===== src/rtl/seg_pkg.sv =====
// Shared definitions for the 7-segment display path. These include the segment
// pattern map (shared with the display encoder), the width constants, the
// receive state enum and the slot-select classifier.
package seg_pkg;

  localparam int unsigned NSLOT   = 8;
  localparam int unsigned NDIG    = 8;
  localparam int unsigned SEGW    = 8;
  localparam int unsigned NIBW    = 4;
  localparam int unsigned SLOTW   = 3;
  localparam int unsigned WORDW   = NDIG * NIBW;
  localparam int unsigned SEGBUSW = NDIG * SEGW;
  localparam int unsigned CNTW    = 16;

  // Segment patterns, bit 7 = segment a ... bit 1 = segment g, bit 0 = dp
  localparam logic [SEGW-1:0] SEG_0 = 8'hFC;
  localparam logic [SEGW-1:0] SEG_1 = 8'h60;
  localparam logic [SEGW-1:0] SEG_2 = 8'hDA;
  localparam logic [SEGW-1:0] SEG_3 = 8'hF2;
  localparam logic [SEGW-1:0] SEG_4 = 8'h66;
  localparam logic [SEGW-1:0] SEG_5 = 8'hB6;
  localparam logic [SEGW-1:0] SEG_6 = 8'hBE;
  localparam logic [SEGW-1:0] SEG_7 = 8'hE0;
  localparam logic [SEGW-1:0] SEG_8 = 8'hFE;
  localparam logic [SEGW-1:0] SEG_9 = 8'hF6;
  localparam logic [SEGW-1:0] SEG_A = 8'hEE;
  localparam logic [SEGW-1:0] SEG_B = 8'h3E;
  localparam logic [SEGW-1:0] SEG_C = 8'h1A;
  localparam logic [SEGW-1:0] SEG_D = 8'h7A;
  localparam logic [SEGW-1:0] SEG_E = 8'h9E;
  localparam logic [SEGW-1:0] SEG_F = 8'h8E;

  typedef enum logic {
    IDLE    = 1'b0,
    COLLECT = 1'b1
  } state_e;

  // Classified view of the slot-select bus
  typedef struct packed {
    logic             blank;
    logic             onehot;
    logic [SLOTW-1:0] slot;
  } sel_class_t;

  // The result is blank when no bit is set and onehot when exactly one bit is set.
  // slot is meaningful only when onehot is set.
  function automatic sel_class_t classify_sel(input logic [NSLOT-1:0] sel);
    sel_class_t c;
    c.blank  = (sel == '0);
    c.onehot = (sel != '0) && ((sel & (sel - NSLOT'(1))) == '0);
    c.slot   = '0;
    for (int unsigned i = 0; i < NSLOT; i++) begin
      if (sel[i]) c.slot = SLOTW'(i);
    end
    return c;
  endfunction

endpackage


===== src/rtl/seg_digit_decode.sv =====
// Converts one 7-segment pattern back to its hex nibble.
// The decoder is purely combinational.
//   pattern_i  : segment byte as driven on the display bus
//   nibble_c_o : decoded nibble (0 when invalid)
//   valid_c_o  : pattern is one of the 16 legal glyphs
module seg_digit_decode
  import seg_pkg::*;
(
  input  logic [SEGW-1:0] pattern_i,
  output logic [NIBW-1:0] nibble_c_o,
  output logic            valid_c_o
);

  always_comb begin
    nibble_c_o = '0;
    valid_c_o  = 1'b1;
    case (pattern_i)
      SEG_0:   nibble_c_o = 4'h0;
      SEG_1:   nibble_c_o = 4'h1;
      SEG_2:   nibble_c_o = 4'h2;
      SEG_3:   nibble_c_o = 4'h3;
      SEG_4:   nibble_c_o = 4'h4;
      SEG_5:   nibble_c_o = 4'h5;
      SEG_6:   nibble_c_o = 4'h6;
      SEG_7:   nibble_c_o = 4'h7;
      SEG_8:   nibble_c_o = 4'h8;
      SEG_9:   nibble_c_o = 4'h9;
      SEG_A:   nibble_c_o = 4'hA;
      SEG_B:   nibble_c_o = 4'hB;
      SEG_C:   nibble_c_o = 4'hC;
      SEG_D:   nibble_c_o = 4'hD;
      SEG_E:   nibble_c_o = 4'hE;
      SEG_F:   nibble_c_o = 4'hF;
      default: valid_c_o  = 1'b0;
    endcase
  end

endmodule


===== src/rtl/seg_frame_decoder.sv =====
// Receive-side decoder for the 7-segment scan bus. It registers the rotating
// slot select and the segment bus, and decodes each slot back into a 32-bit word.
// A full in-order sweep of 8 slots is assembled into a frame, and only complete
// frames are committed to the read port.
//   clk, n_rst   : clock, asynchronous active-low reset
//   seg_out      : 64-bit segment bus, digit 7 in [63:56]
//   seg_sel      : one-hot slot select, 0 = blank
//   err_clr      : clears the sticky error flags
//   rd_addr      : slot index into the committed frame
//   rd_data      : committed word for rd_addr (combinational read)
//   frame_valid  : at least one frame committed
//   frame_done   : one-cycle pulse per commit
//   frame_cnt    : wrapping count of committed frames
//   seq_err, sel_err, dig_err : sticky order / select / pattern errors
module seg_frame_decoder
  import seg_pkg::*;
(
  input  logic                 clk,
  input  logic                 n_rst,
  input  logic [SEGBUSW-1:0]   seg_out,
  input  logic [NSLOT-1:0]     seg_sel,
  input  logic                 err_clr,
  input  logic [SLOTW-1:0]     rd_addr,
  output logic [WORDW-1:0]     rd_data,
  output logic                 frame_valid,
  output logic                 frame_done,
  output logic [CNTW-1:0]      frame_cnt,
  output logic                 seq_err,
  output logic                 sel_err,
  output logic                 dig_err
);

  // Stage 1: unqualified input capture
  logic [SEGBUSW-1:0] seg_q;
  logic [NSLOT-1:0]   sel_q;

  always_ff @(posedge clk or negedge n_rst) begin
    if (!n_rst) begin
      seg_q <= '0;
      sel_q <= '0;
    end else begin
      seg_q <= seg_out;
      sel_q <= seg_sel;
    end
  end

  // Stage 2: parallel digit decode and select classification
  logic [WORDW-1:0] word_c;
  logic [NDIG-1:0]  dig_valid_c;
  sel_class_t       sel_c;
  logic             digits_ok_c;

  for (genvar g = 0; g < NDIG; g++) begin : g_dec
    seg_digit_decode u_dec (
      .pattern_i  (seg_q[g*SEGW +: SEGW]),
      .nibble_c_o (word_c[g*NIBW +: NIBW]),
      .valid_c_o  (dig_valid_c[g])
    );
  end

  assign sel_c       = classify_sel(sel_q);
  assign digits_ok_c = &dig_valid_c;

  // Frame assembly state
  state_e                        state_q, state_d;
  logic [SLOTW-1:0]              exp_q, exp_d;
  logic [NSLOT-1:0][WORDW-1:0]   work_q, work_d;
  logic [NSLOT-1:0][WORDW-1:0]   commit_q, commit_d;
  logic                          frame_valid_q, frame_valid_d;
  logic                          frame_done_q, frame_done_d;
  logic [CNTW-1:0]               frame_cnt_q, frame_cnt_d;
  logic                          seq_err_q, seq_err_d;
  logic                          sel_err_q, sel_err_d;
  logic                          dig_err_q, dig_err_d;

  logic                          wr_en_c;
  logic                          commit_c;
  logic                          seq_set_c;
  logic                          sel_set_c;
  logic                          dig_set_c;

  // Next-state logic: sequencing, working-buffer writes, commit and error flags
  always_comb begin
    state_d   = state_q;
    exp_d     = exp_q;
    wr_en_c   = 1'b0;
    commit_c  = 1'b0;
    seq_set_c = 1'b0;
    sel_set_c = 1'b0;
    dig_set_c = 1'b0;

    if (!sel_c.blank && !sel_c.onehot) begin
      sel_set_c = 1'b1;
      state_d   = IDLE;
      exp_d     = '0;
    end else if (!sel_c.blank && !digits_ok_c) begin
      dig_set_c = 1'b1;
      state_d   = IDLE;
      exp_d     = '0;
    end else begin
      case (state_q)
        IDLE: begin
          if (!sel_c.blank && (sel_c.slot == '0)) begin
            wr_en_c = 1'b1;
            exp_d   = SLOTW'(1);
            state_d = COLLECT;
          end
        end
        COLLECT: begin
          if (!sel_c.blank && (sel_c.slot == exp_q)) begin
            wr_en_c = 1'b1;
            if (exp_q == SLOTW'(NSLOT - 1)) begin
              commit_c = 1'b1;
              exp_d    = '0;
              state_d  = IDLE;
            end else begin
              exp_d = exp_q + SLOTW'(1);
            end
          end else begin
            seq_set_c = 1'b1;
            // A slot 0 here is the start of the next sweep, so no data is lost.
            if (!sel_c.blank && (sel_c.slot == '0)) begin
              wr_en_c = 1'b1;
              exp_d   = SLOTW'(1);
              state_d = COLLECT;
            end else begin
              exp_d   = '0;
              state_d = IDLE;
            end
          end
        end
        default: begin
          exp_d   = '0;
          state_d = IDLE;
        end
      endcase
    end

    work_d = work_q;
    if (wr_en_c) work_d[sel_c.slot] = word_c;

    // The commit takes the working image including the slot-7 word written this cycle.
    commit_d      = commit_c ? work_d : commit_q;
    frame_valid_d = frame_valid_q | commit_c;
    frame_done_d  = commit_c;
    frame_cnt_d   = frame_cnt_q + CNTW'(commit_c);

    // When a clear and a new error arrive in the same cycle, the new error wins.
    seq_err_d = (seq_err_q & ~err_clr) | seq_set_c;
    sel_err_d = (sel_err_q & ~err_clr) | sel_set_c;
    dig_err_d = (dig_err_q & ~err_clr) | dig_set_c;
  end

  always_ff @(posedge clk or negedge n_rst) begin
    if (!n_rst) begin
      state_q       <= IDLE;
      exp_q         <= '0;
      work_q        <= '0;
      commit_q      <= '0;
      frame_valid_q <= 1'b0;
      frame_done_q  <= 1'b0;
      frame_cnt_q   <= '0;
      seq_err_q     <= 1'b0;
      sel_err_q     <= 1'b0;
      dig_err_q     <= 1'b0;
    end else begin
      state_q       <= state_d;
      exp_q         <= exp_d;
      work_q        <= work_d;
      commit_q      <= commit_d;
      frame_valid_q <= frame_valid_d;
      frame_done_q  <= frame_done_d;
      frame_cnt_q   <= frame_cnt_d;
      seq_err_q     <= seq_err_d;
      sel_err_q     <= sel_err_d;
      dig_err_q     <= dig_err_d;
    end
  end

  assign rd_data     = commit_q[rd_addr];
  assign frame_valid = frame_valid_q;
  assign frame_done  = frame_done_q;
  assign frame_cnt   = frame_cnt_q;
  assign seq_err     = seq_err_q;
  assign sel_err     = sel_err_q;
  assign dig_err     = dig_err_q;

endmodule


===== config.mk =====
export PLATFORM = sky130hd
export DESIGN_NAME = seg_frame_decoder
export DESIGN_NICKNAME = d
export VERILOG_FILES = /design/src/rtl/seg_pkg.sv /design/src/rtl/seg_digit_decode.sv /design/src/rtl/seg_frame_decoder.sv
export SDC_FILE = /design/constraint.sdc
export NUM_CORES = 1
export LEC_CHECK = 0
export ABC_AREA = 1
export ABC_CLOCK_PERIOD_IN_PS = 3200
export CORE_UTILIZATION = 45
export DETAILED_ROUTE_END_ITERATION = 10
export MAX_ROUTING_LAYER = met4
export PLACE_DENSITY = 0.71
export SLEW_MARGIN = 20
export SYNTH_ARGS = -nofsm -noshare
export SYNTH_HDL_FRONTEND = slang
export SYNTH_SLANG_ARGS = --single-unit

===== constraint.sdc =====
create_clock -name clk -period 3.2 [get_ports clk]
set_input_delay 0.48 -clock clk [delete_from_list [all_inputs] [get_ports clk]]
set_output_delay 0.48 -clock clk [all_outputs]
set_load 0.01 [all_outputs]

Word level (Yosys, flattened, before mapping)
Index checks and enable logic that the tools add are counted.
- multiply operators: 0
- mux-type cells: 58
- bitwise logic cells: 10
- div/mod/pow operators: 0
- shifts and indexed selects: 0
- reductions and logical operators: 22
- $lt $le $gt $ge: 3
- eq/ne operators: 131
- $add $sub $neg: 3
- operators by type and width (cell ; number):
    8-bit == test (second input constant) ; 88
    4-bit case mux with 15 select lines ; 8
    256-bit bitwise mux ; 1
    256-bit two-way mux ; 1
    8-bit by 7-bit == test with 1-bit output (second input constant) ; 24
    16-bit OR reduction ; 8
    32-bit binary-select mux with 3-bit select ; 1
    32-bit demux with 3-bit select ; 1
    8-bit by 5-bit == test with 1-bit output (second input constant) ; 8
    8-bit by 6-bit == test with 1-bit output (second input constant) ; 8
    32-bit two-way mux ; 2
    3-bit two-way mux ; 11
    1-bit two-way mux ; 30
    16-bit by 1-bit adder with 16-bit output ; 1
    8-bit zero test ; 2
    8-bit bitwise AND ; 1
    3-bit by 4-bit less-than comparator with 1-bit output (second input constant) ; 2
    8-bit AND reduction ; 1
    8-bit nonzero test ; 1
    8-bit by 1-bit subtractor with 8-bit output (second input constant) ; 1
    1-bit logical AND ; 6
    3-bit case mux with 2 select lines ; 1
    4-bit != test (second input constant) ; 1
    1-bit OR ; 4
    other kinds (9) ; 15
- memory bits (writable): 0
- bits in latches: 0
- bits in read-only memories: 0
- bits of input ports: 78
- word-level logic and storage cells: 253
- bits in registers: 609
- output and inout port bits: 53
- memories kept: 0

Logic depth before layout (Yosys ltp)
Gate-level depths: netlist of the first run.
- depth in word-level cells: 15
- depth in mapped cells: 23
- gate-level depth less buffers: 22

Hierarchy
A second synthesis of the first run with hierarchy kept.
- cells, all modules: 3823
- area total of the unflattened synthesis: 30101.4 um^2
- modules (own cells, without submodules) (module ; sequential area each (um^2) ; instances ; area each (um^2) ; cells an instance):
    seg_frame_decoder ; 15239.6 ; 1 ; 27438.8 ; 3223
    seg_digit_decode ; 0.0 ; 8 ; 332.8 ; 75

Worst setup path after synthesis of the first run
No wires, ideal clock.
- path type: register to register
- start point: reg seg_q[0]
- end point: reg frame_cnt_q[13] (netlist: frame_cnt[13])
- path buffers: 1
- data required time: 3.121 ns
- cell stages (with the launch flop): 23
- data arrival time: 3.055 ns
- period minus slack after synthesis: 3.135 ns
- library setup time: 0.079 ns
- setup slack: 0.065 ns
- cell sequence: dfrtp_1 > inv_1 > nand2_1 > nor2_1 > nand2_1 > nand3_1 > nor2_2 > nand3_1 > nand2_1 > nor2_1 > nand2_1 > nand2_2 > nand2_2 > nor2_4 > buf_2 > ha_1 > nand2_1 > nor3_1 > nand3_1 > nor2_1 > nand4_1 > nor2_1 > xor2_1
- longest elaborated chain between the ends: 9
- elaborated cells on any way between the ends: 24
- those cells by class: add/sub (1); eq/ne (16); mux (3); reduce/logical (4)
- RTL lines (what ; RTL line ; text):
    start: declaration ; seg_frame_decoder.sv:34 ; logic [SEGBUSW-1:0] seg_q;
    start signal: assignment ; seg_frame_decoder.sv:42 ; seg_q <= seg_out;
    8-bit == test (tied with other cells) ; seg_digit_decode.sv:17 ; case (pattern_i)
    16-bit OR reduction (no line) (*) ; - ;
    1-bit two-way mux (*) ; seg_digit_decode.sv:17 ;
    8-bit AND reduction (*) ; seg_frame_decoder.sv:62 ; assign digits_ok_c = &dig_valid_c;
    1-bit zero test (*) ; seg_frame_decoder.sv:96 ; end else if (!sel_c.blank && !digits_ok_c) begin
    1-bit logical AND (*) ; seg_frame_decoder.sv:96 ;
    1-bit two-way mux (*) ; seg_frame_decoder.sv:96 ;
    1-bit two-way mux (*) ; seg_frame_decoder.sv:92 ; if (!sel_c.blank && !sel_c.onehot) begin
    net commit_c ; seg_frame_decoder.sv:77 ; logic commit_c;
    16-bit by 1-bit adder with 16-bit output (*) ; seg_frame_decoder.sv:146 ; frame_cnt_d = frame_cnt_q + CNTW'(commit_c);
    net frame_cnt_d[13] ; seg_frame_decoder.sv:71 ; logic [CNTW-1:0] frame_cnt_q, frame_cnt_d;
    end signal: assignment ; seg_frame_decoder.sv:173 ; frame_cnt_q <= frame_cnt_d;
    end: declaration ; seg_frame_decoder.sv:71 ;
Mark *: on every way through the listed nets, which the timed path passes. The rest lies on a longest branch.
A chain may end at the register's enable or synchronous reset.

Worst setup path in the final report of the first run
- start point: reg seg_q[49]
- end point: reg frame_cnt_q[13] (netlist: frame_cnt[13])
- longest elaborated chain between the ends: 9
- elaborated cells on any way between the ends: 24
- those cells by class: add/sub (1); eq/ne (16); mux (3); reduce/logical (4)
- RTL lines (what ; RTL line):
    8-bit == test (tied with other cells) ; seg_digit_decode.sv:17
    16-bit OR reduction (no line) (*) ; -
    1-bit two-way mux (*) ; seg_digit_decode.sv:17
    8-bit AND reduction (*) ; seg_frame_decoder.sv:62
    1-bit zero test (*) ; seg_frame_decoder.sv:96
    1-bit logical AND (*) ; seg_frame_decoder.sv:96
    1-bit two-way mux (*) ; seg_frame_decoder.sv:96
    1-bit two-way mux (*) ; seg_frame_decoder.sv:92
    16-bit by 1-bit adder with 16-bit output (*) ; seg_frame_decoder.sv:146
    net frame_cnt_d[13] ; seg_frame_decoder.sv:71
Marked as above.

==> flow_metrics.env, run 1 <==
export IMPL_dp_final_hpwl_mm=55.5
export IMPL_drv_slew=0
export IMPL_outcome="finished, final reports clean"
export IMPL_multi_input_area_um2=13900
export IMPL_yosys_area_top_type_share_pct=49.9
export IMPL_dpl_cell_area_um2=33400
export IMPL_die_area_um2=69000
export IMPL_core_um2=67200
export IMPL_wl_per_cell_um=18.1
export IMPL_grt_max_degree=103
export IMPL_ys_top_cells_by_count="nand2_1 (2171), dfrtp_1 (609), nor2_1 (383), nand4_1 (282), o21ai_0 (207)"
export IMPL_first_iter_violations=2786
export IMPL_ys_seq_area_share_pct=49.9
export IMPL_chipHeight_um=263
export IMPL_start_kind="flop"
export IMPL_vias_per_cell=5.51
export IMPL_ant_nets=0
export IMPL_fin_worst_skew_ns=0.0336
export IMPL_tightest_slew_ns=0.778
export IMPL_worstHoldPathType="input port to flop"
export IMPL_critical_path_required_ns=3.71
export IMPL_fillers=6146
export IMPL_synth_area_um2=30600
export IMPL_cp_num_buf_inv=1
export IMPL_peakVddDrop_uv=437
export IMPL_drc_errors=0
export IMPL_syn_inst=4251
export IMPL_worstSkewPairLatency_ns=0.61
export IMPL_layout_drive_gt1_share_pct=7.50
export IMPL_syn_area_per_cell_um2=7.19
export IMPL_synth_distinct_cells=37
export IMPL_cpPeakStageDelay_ns=0.41
export IMPL_clockBufferDepth=3
export IMPL_gr_total_overflow=0
export IMPL_critPathTopFamily="simple AND/OR/NAND/NOR gates"
export IMPL_cts_clk_slew_worst_paths_ns=0.06
export IMPL_powerDensity_nw_per_um2=466
export IMPL_initial_core_util_pct=45.5
export IMPL_final_area_um2=35800
export IMPL_relSlewSlack_pct=48.0
export IMPL_place_ws_ns=-0.213
export IMPL_cts_made_buffers=67
export IMPL_finalSetupViolations=0
export IMPL_cp_data_arrival_time_ns=3.50
export IMPL_cp_cell_sequence="inv_1 > nand2_1 > nor3_1 > nand2_1 > nand2_1 > nor2_1 > nand3_1 > nand2_1 > nor2_2 > nand2_4 > nand2_8 > nand2_2 > nor2_4 > ha_2 > nand2_2 > nor3_4 > nand3_2 > nor2_4 > nand4_1 > nor2_1 > xor2_1"
export IMPL_vias=28900
export IMPL_yosysWarnings=0
export IMPL_leakage_nw=19.3
export IMPL_period_minus_slack_ns=2.99
export IMPL_post_route_period_util_pct=93.3
export IMPL_critPathMaxFanout=3
export IMPL_wl_mm=95.2
export IMPL_io_pins=131
export IMPL_setup_ws_ns=0.215
export IMPL_htree_levels=3
export IMPL_stdcell_count=5245
export IMPL_synth_seq_cells=609
export IMPL_antenna_found_initial=1
export IMPL_dpl_cell_count=5128
export IMPL_synthFlopType="dfrtp_1"
export IMPL_synth_nets=4333
export IMPL_max_freq_ghz=0.335
export IMPL_io_buffers=130
export IMPL_fin_util_pct=53.3
export IMPL_first_global_vias=27900
export IMPL_gp_congestion=0.873
export IMPL_ff_latch_area_um2=15200
export IMPL_synth_most_common_cell="nand2_1"
export IMPL_synth_edff_count=0
export IMPL_first_pass_iters=7
export IMPL_nNetsFinal=4410
export IMPL_crit_slowest_cell="dfrtp_1"
export IMPL_rows=95
export IMPL_grt_pass1_wl_mm=153
export IMPL_synth_async_reset_ratio_pct=100
export IMPL_cp_end_kind="flop"
export IMPL_synth_area_leaders="dfrtp_1 (50%), nand2_1 (27%), nand4_1 (5.8%), nor2_1 (4.7%), o21ai_0 (3.4%)"
export IMPL_path_common_cell="nand2_1"
export IMPL_track_usage_pct=28.5
export IMPL_synth_top_cell_by_area="dfrtp_1"
export IMPL_clock_sinks=609
export IMPL_worstSetupPathType="flop to flop"
export IMPL_dieWidth_um=263
export IMPL_synthToLayoutAreaGrowth_pct=17.1
export IMPL_root_buffer="clkbuf_16"
export IMPL_drv_cap=0
export IMPL_cts_tree="yes"
export IMPL_hold_viol=0
## cells by family after synthesis
logic type | synth area share [%]
and+or+nand+nor | 38.8
DFF | 49.9
buffers and inverters | 5.46
xor gates and xnor gates | 0.458
AOI/OAI and AO/OA | 5.24
adders and majority gates | 0.164
## routing by layer
metal	up-vias	routed length, um	part of all wire, %	GRT usage [%]
li1	13700	-	-	-
met1	13800	40400	42	37.3
met2	1168	43800	46	44.8
met3	205	7600	8.0	4.14
met4	0	3360	3.5	11.0
met5	-	0	0	-
## power by group
group / leakage [nW] / switching, mW / total (mW) / internal, mW
Combinational: 9.92 / 0.778 / 1.17 / 0.393
Clock: 1.06 / 3.16 / 7.72 / 4.56
Sequential: 8.34 / 0.0453 / 7.79 / 7.75
## timing repair
item	CTS	global route
hold buffers	1	0
pin swaps	0	11
gates cloned	0	0
hold endpoints to repair	46	0
resized for setup	6	56
endpoints found under the setup margin	121	265
setup buffers	0	3
## state kept, by name, indices dropped and copies added, names as in the netlist, 3 cells and up
| name | flops |
|---|---|
| commit_q | 256 |
| exp_q | 3 |
| frame_cnt | 16 |
| seg_q | 64 |
| sel_q | 8 |
| work_q | 256 |
## cells in the final DEF, fill, tap and decap left out, types with 6 or more instances in the layout
| cell | synthesis | routed |
|---|---|---|
| a21oi_1 | 9 | 8 |
| a31oi_1 | 32 | 32 |
| buf_12 | 0 | 40 |
| buf_4 | 3 | 105 |
| clkbuf_1 | 120 | 17 |
| clkbuf_16 | 0 | 71 |
| clkbuf_8 | 0 | 12 |
| clkdlybuf4s50_1 | 0 | 127 |
| clkinv_2 | 0 | 7 |
| dfrtp_1 | 609 | 609 |
| inv_1 | 123 | 120 |
| inv_2 | 6 | 8 |
| nand2_1 | 2171 | 2158 |
| nand2_2 | 2 | 11 |
| nand3_1 | 52 | 48 |
| nand4_1 | 282 | 282 |
| nor2_1 | 383 | 355 |
| nor2_2 | 18 | 33 |
| nor2_4 | 1 | 14 |
| nor3_1 | 8 | 7 |
| o21ai_0 | 207 | 207 |
| o22ai_1 | 33 | 33 |
| xnor2_1 | 6 | 6 |
| xor2_1 | 10 | 10 |
## per-stage QoR
step	setup TNS, ns	hold WS [ns]	power (mW)
floorplan	0	0.184	8.36
global placement	-4.17	0.456	9.07
detailed placement	-6.35	0.456	9.07
CTS	0	0.292	16.8
global route	-0.0382	0.314	17.2
finish	0	0.311	16.7
## worst paths after layout
check,from,endpoint,slack (ns),cells after the start
worst max-delay path,seg_q[49],frame_cnt[13],0.21,21
worst min-delay path,seg_out[15],seg_q[15],0.31,1
worst max register to register,seg_q[49],frame_cnt[13],0.21,21
worst min register to register,commit_q[167],commit_q[167],0.47,2
max in group asynchronous,n_rst,work_q[111],1.89,3
min in group asynchronous,n_rst,seg_q[40],0.42,2
## cell type report
class / count / area share (%)
Antenna cell: 1 / 0.00699
Inverter: 131 / 1.40
Timing Repair Buffer: 275 / 8.07
Clock buffer: 100 / 5.60
Sequential cell: 609 / 42.6
Multi-Input combinational cell: 3244 / 38.9
Tap cell: 873 / 3.05
Clock inverter: 12 / 0.398
(Power assumes the default switching activity.)
==> run 2, diff against run 1 <==
--- a/config.mk
+++ b/config.mk
@@ -7,10 +7,13 @@
 export LEC_CHECK = 0
 export ABC_AREA = 1
 export ABC_CLOCK_PERIOD_IN_PS = 3200
+export CORE_MARGIN = 2
 export CORE_UTILIZATION = 45
+export CTS_CLUSTER_SIZE = 40
 export DETAILED_ROUTE_END_ITERATION = 10
 export MAX_ROUTING_LAYER = met4
 export PLACE_DENSITY = 0.71
+export SETUP_SLACK_MARGIN = 0.3
 export SLEW_MARGIN = 20
 export SYNTH_ARGS = -nofsm -noshare
 export SYNTH_HDL_FRONTEND = slang
==> run 2 against run 1 <==
Against the previous run: global-route usage rose by 0.14 points; critical path depth down 14; core utilization is 1.5 points higher; setup slack improved by 0.063 ns; clock power up 4.0%; via count increased by 3.1%; non-clock buffer count grew 27; first-iteration DRC count rose by 16%; final cell count grew 0.72%; combinational power increased by 9%; highest routed layer unchanged.
==> flow_metrics.env, run 2 (synthesized netlist as in run 1, its figures left out) <==
export IMPL_wl_per_cell_um=18.9
export IMPL_place_ws_ns=-0.0579
export IMPL_io_buffers=130
export IMPL_cts_tree="yes"
export IMPL_fillers=5998
export IMPL_stdcell_count=5283
export IMPL_worstSkewPairLatency_ns=0.62
export IMPL_worstSetupPathType="input port to output pin"
export IMPL_dpl_cell_count=5124
export IMPL_vias_per_cell=5.64
export IMPL_cts_made_buffers=68
export IMPL_relSlewSlack_pct=33.8
export IMPL_reg_top3="commit_q (256), work_q (256), seg_q (64)"
export IMPL_drv_slew=0
export IMPL_vias=29800
export IMPL_fin_worst_skew_ns=0.0306
export IMPL_final_common_cell="nand2_1"
export IMPL_dp_final_hpwl_mm=56.4
export IMPL_grt_max_degree=170
export IMPL_leakage_nw=19.7
export IMPL_first_global_vias=28100
export IMPL_io_pins=131
export IMPL_drc_errors=0
export IMPL_core_um2=67200
export IMPL_clock_sinks=609
export IMPL_first_pass_iters=7
export IMPL_setup_tns_ns=0
export IMPL_finalSetupViolations=0
export IMPL_peakVddDrop_uv=369
export IMPL_gr_total_overflow=0
export IMPL_synthToLayoutAreaGrowth_pct=20.5
export IMPL_tightest_slew_ns=0.994
export IMPL_antenna_cells=0
export IMPL_die_area_um2=70000
export IMPL_rsz0062_at_grt="yes"
export IMPL_grt_pass1_wl_mm=155
export IMPL_drv_cap=0
export IMPL_critPathMaxFanout=20
export IMPL_fin_util_pct=54.8
export IMPL_cp_end_kind="output pin"
export IMPL_initial_core_util_pct=45.5
export IMPL_worstHoldPathType="input port to flop"
export IMPL_root_buffer="clkbuf_16"
export IMPL_gp_congestion=0.877
export IMPL_dieWidth_um=265
export IMPL_cp_data_arrival_time_ns=2.44
export IMPL_clockBufferDepth=3
export IMPL_outcome="finished, final reports clean"
export IMPL_nNetsFinal=4438
export IMPL_track_usage_pct=28.6
export IMPL_chipHeight_um=265
export IMPL_cts_clk_slew_worst_paths_ns=0.06
export IMPL_powerDensity_nw_per_um2=465
export IMPL_htree_levels=3
export IMPL_final_cell_mix="nand2_1 (2120), dfrtp_1 (592), nor2_1 (322), nand4_1 (282), o21ai_0 (207)"
export IMPL_start_kind="input port"
export IMPL_timing_hold_ws_ns=0.295
export IMPL_rows=95
export IMPL_layout_drive_gt1_share_pct=11.2
export IMPL_antenna_found_initial=1
export IMPL_post_route_period_util_pct=91.3
export IMPL_max_freq_ghz=0.342
export IMPL_hold_viol=0
export IMPL_period_minus_slack_ns=2.92
export IMPL_first_iter_violations=3231
export IMPL_critical_path_required_ns=2.72
export IMPL_ant_nets=0
export IMPL_wl_mm=100
export IMPL_setup_ws_ns=0.277
-- run 2: cell count changes in the layout (fill, tap and decap cells not counted), sizes merged, moves of 2 or more --
cell,previous run,this run
buf,147,167
inv,131,133
clkinvlp,0,2
clkbuf,100,106
clkinv,9,16
bufbuf,0,2
-- run 2: per-layer routing --
metal / part of all wire, % / wire (um) / vias up / GRT usage (%)
met5: 0 / 0 / - / -
met4: 3.8 / 3830 / 0 / 10.8
met3: 9.0 / 8990 / 242 / 5.03
met2: 46 / 46100 / 1419 / 44.9
met1: 41 / 41100 / 14400 / 37.3
li1: - / - / 13800 / -
-- run 2: area by class of cell --
cell class,count,area [um2],share of cell area (%)
Sequential cell,609,15300,41.4
Clock buffer,101,2060,5.59
Tap cell,873,1090,2.97
Multi-Input combinational cell,3244,14400,39.1
Timing Repair Buffer,302,3280,8.92
Clock inverter,23,225,0.611
Inverter,131,512,1.39
-- run 2: power by group --
part | internal [mW] | switching [mW] | total (mW)
clock network | 4.72 | 3.32 | 8.03
registers | 7.75 | 0.0603 | 7.81
logic | 0.442 | 0.829 | 1.27
-- run 2: metrics by stage --
stage               instance area (um2)  power (mW)
detailed placement                33400        9.08
global route                      36800        17.6
CTS                               36100        17.1
floorplan                         30600        8.36
global placement                  33400        9.08
finish                            36800        17.1
-- run 2: worst paths after layout --
| check | slack, ns | cells past startpoint | start | end |
|---|---|---|---|---|
| min in group asynchronous | 0.43 | 2 | n_rst | seg_q[24] |
| min | 0.29 | 1 | seg_out[15] | seg_q[15] |
| max | 0.28 | 7 | rd_addr[2] | rd_data[14] |
| max in group asynchronous | 1.87 | 3 | n_rst | work_q[112] |
| max reg2reg | 0.35 | 21 | seg_q[31] | frame_cnt[13] |
| min reg2reg | 0.47 | 2 | commit_q[102] | commit_q[102] |
-- run 2: worst max-delay path, stage by stage --
cell and delay (ns):
clkdlybuf4s50_1 0.44, inv_4 0.14, buf_12 0.21, nor2_1 0.09, a31oi_1 0.25, buf_4 0.22
clkdlybuf4s50_1 0.56
-- run 2: repair_timing --
item,in CTS,in global routing
buffers inserted,11,18
hold buffers,1,0
pin swaps,16,39
cloned,2,3
endpoints found under the setup margin,518,315
endpoints found under the hold margin,48,0
resized for setup,59,179
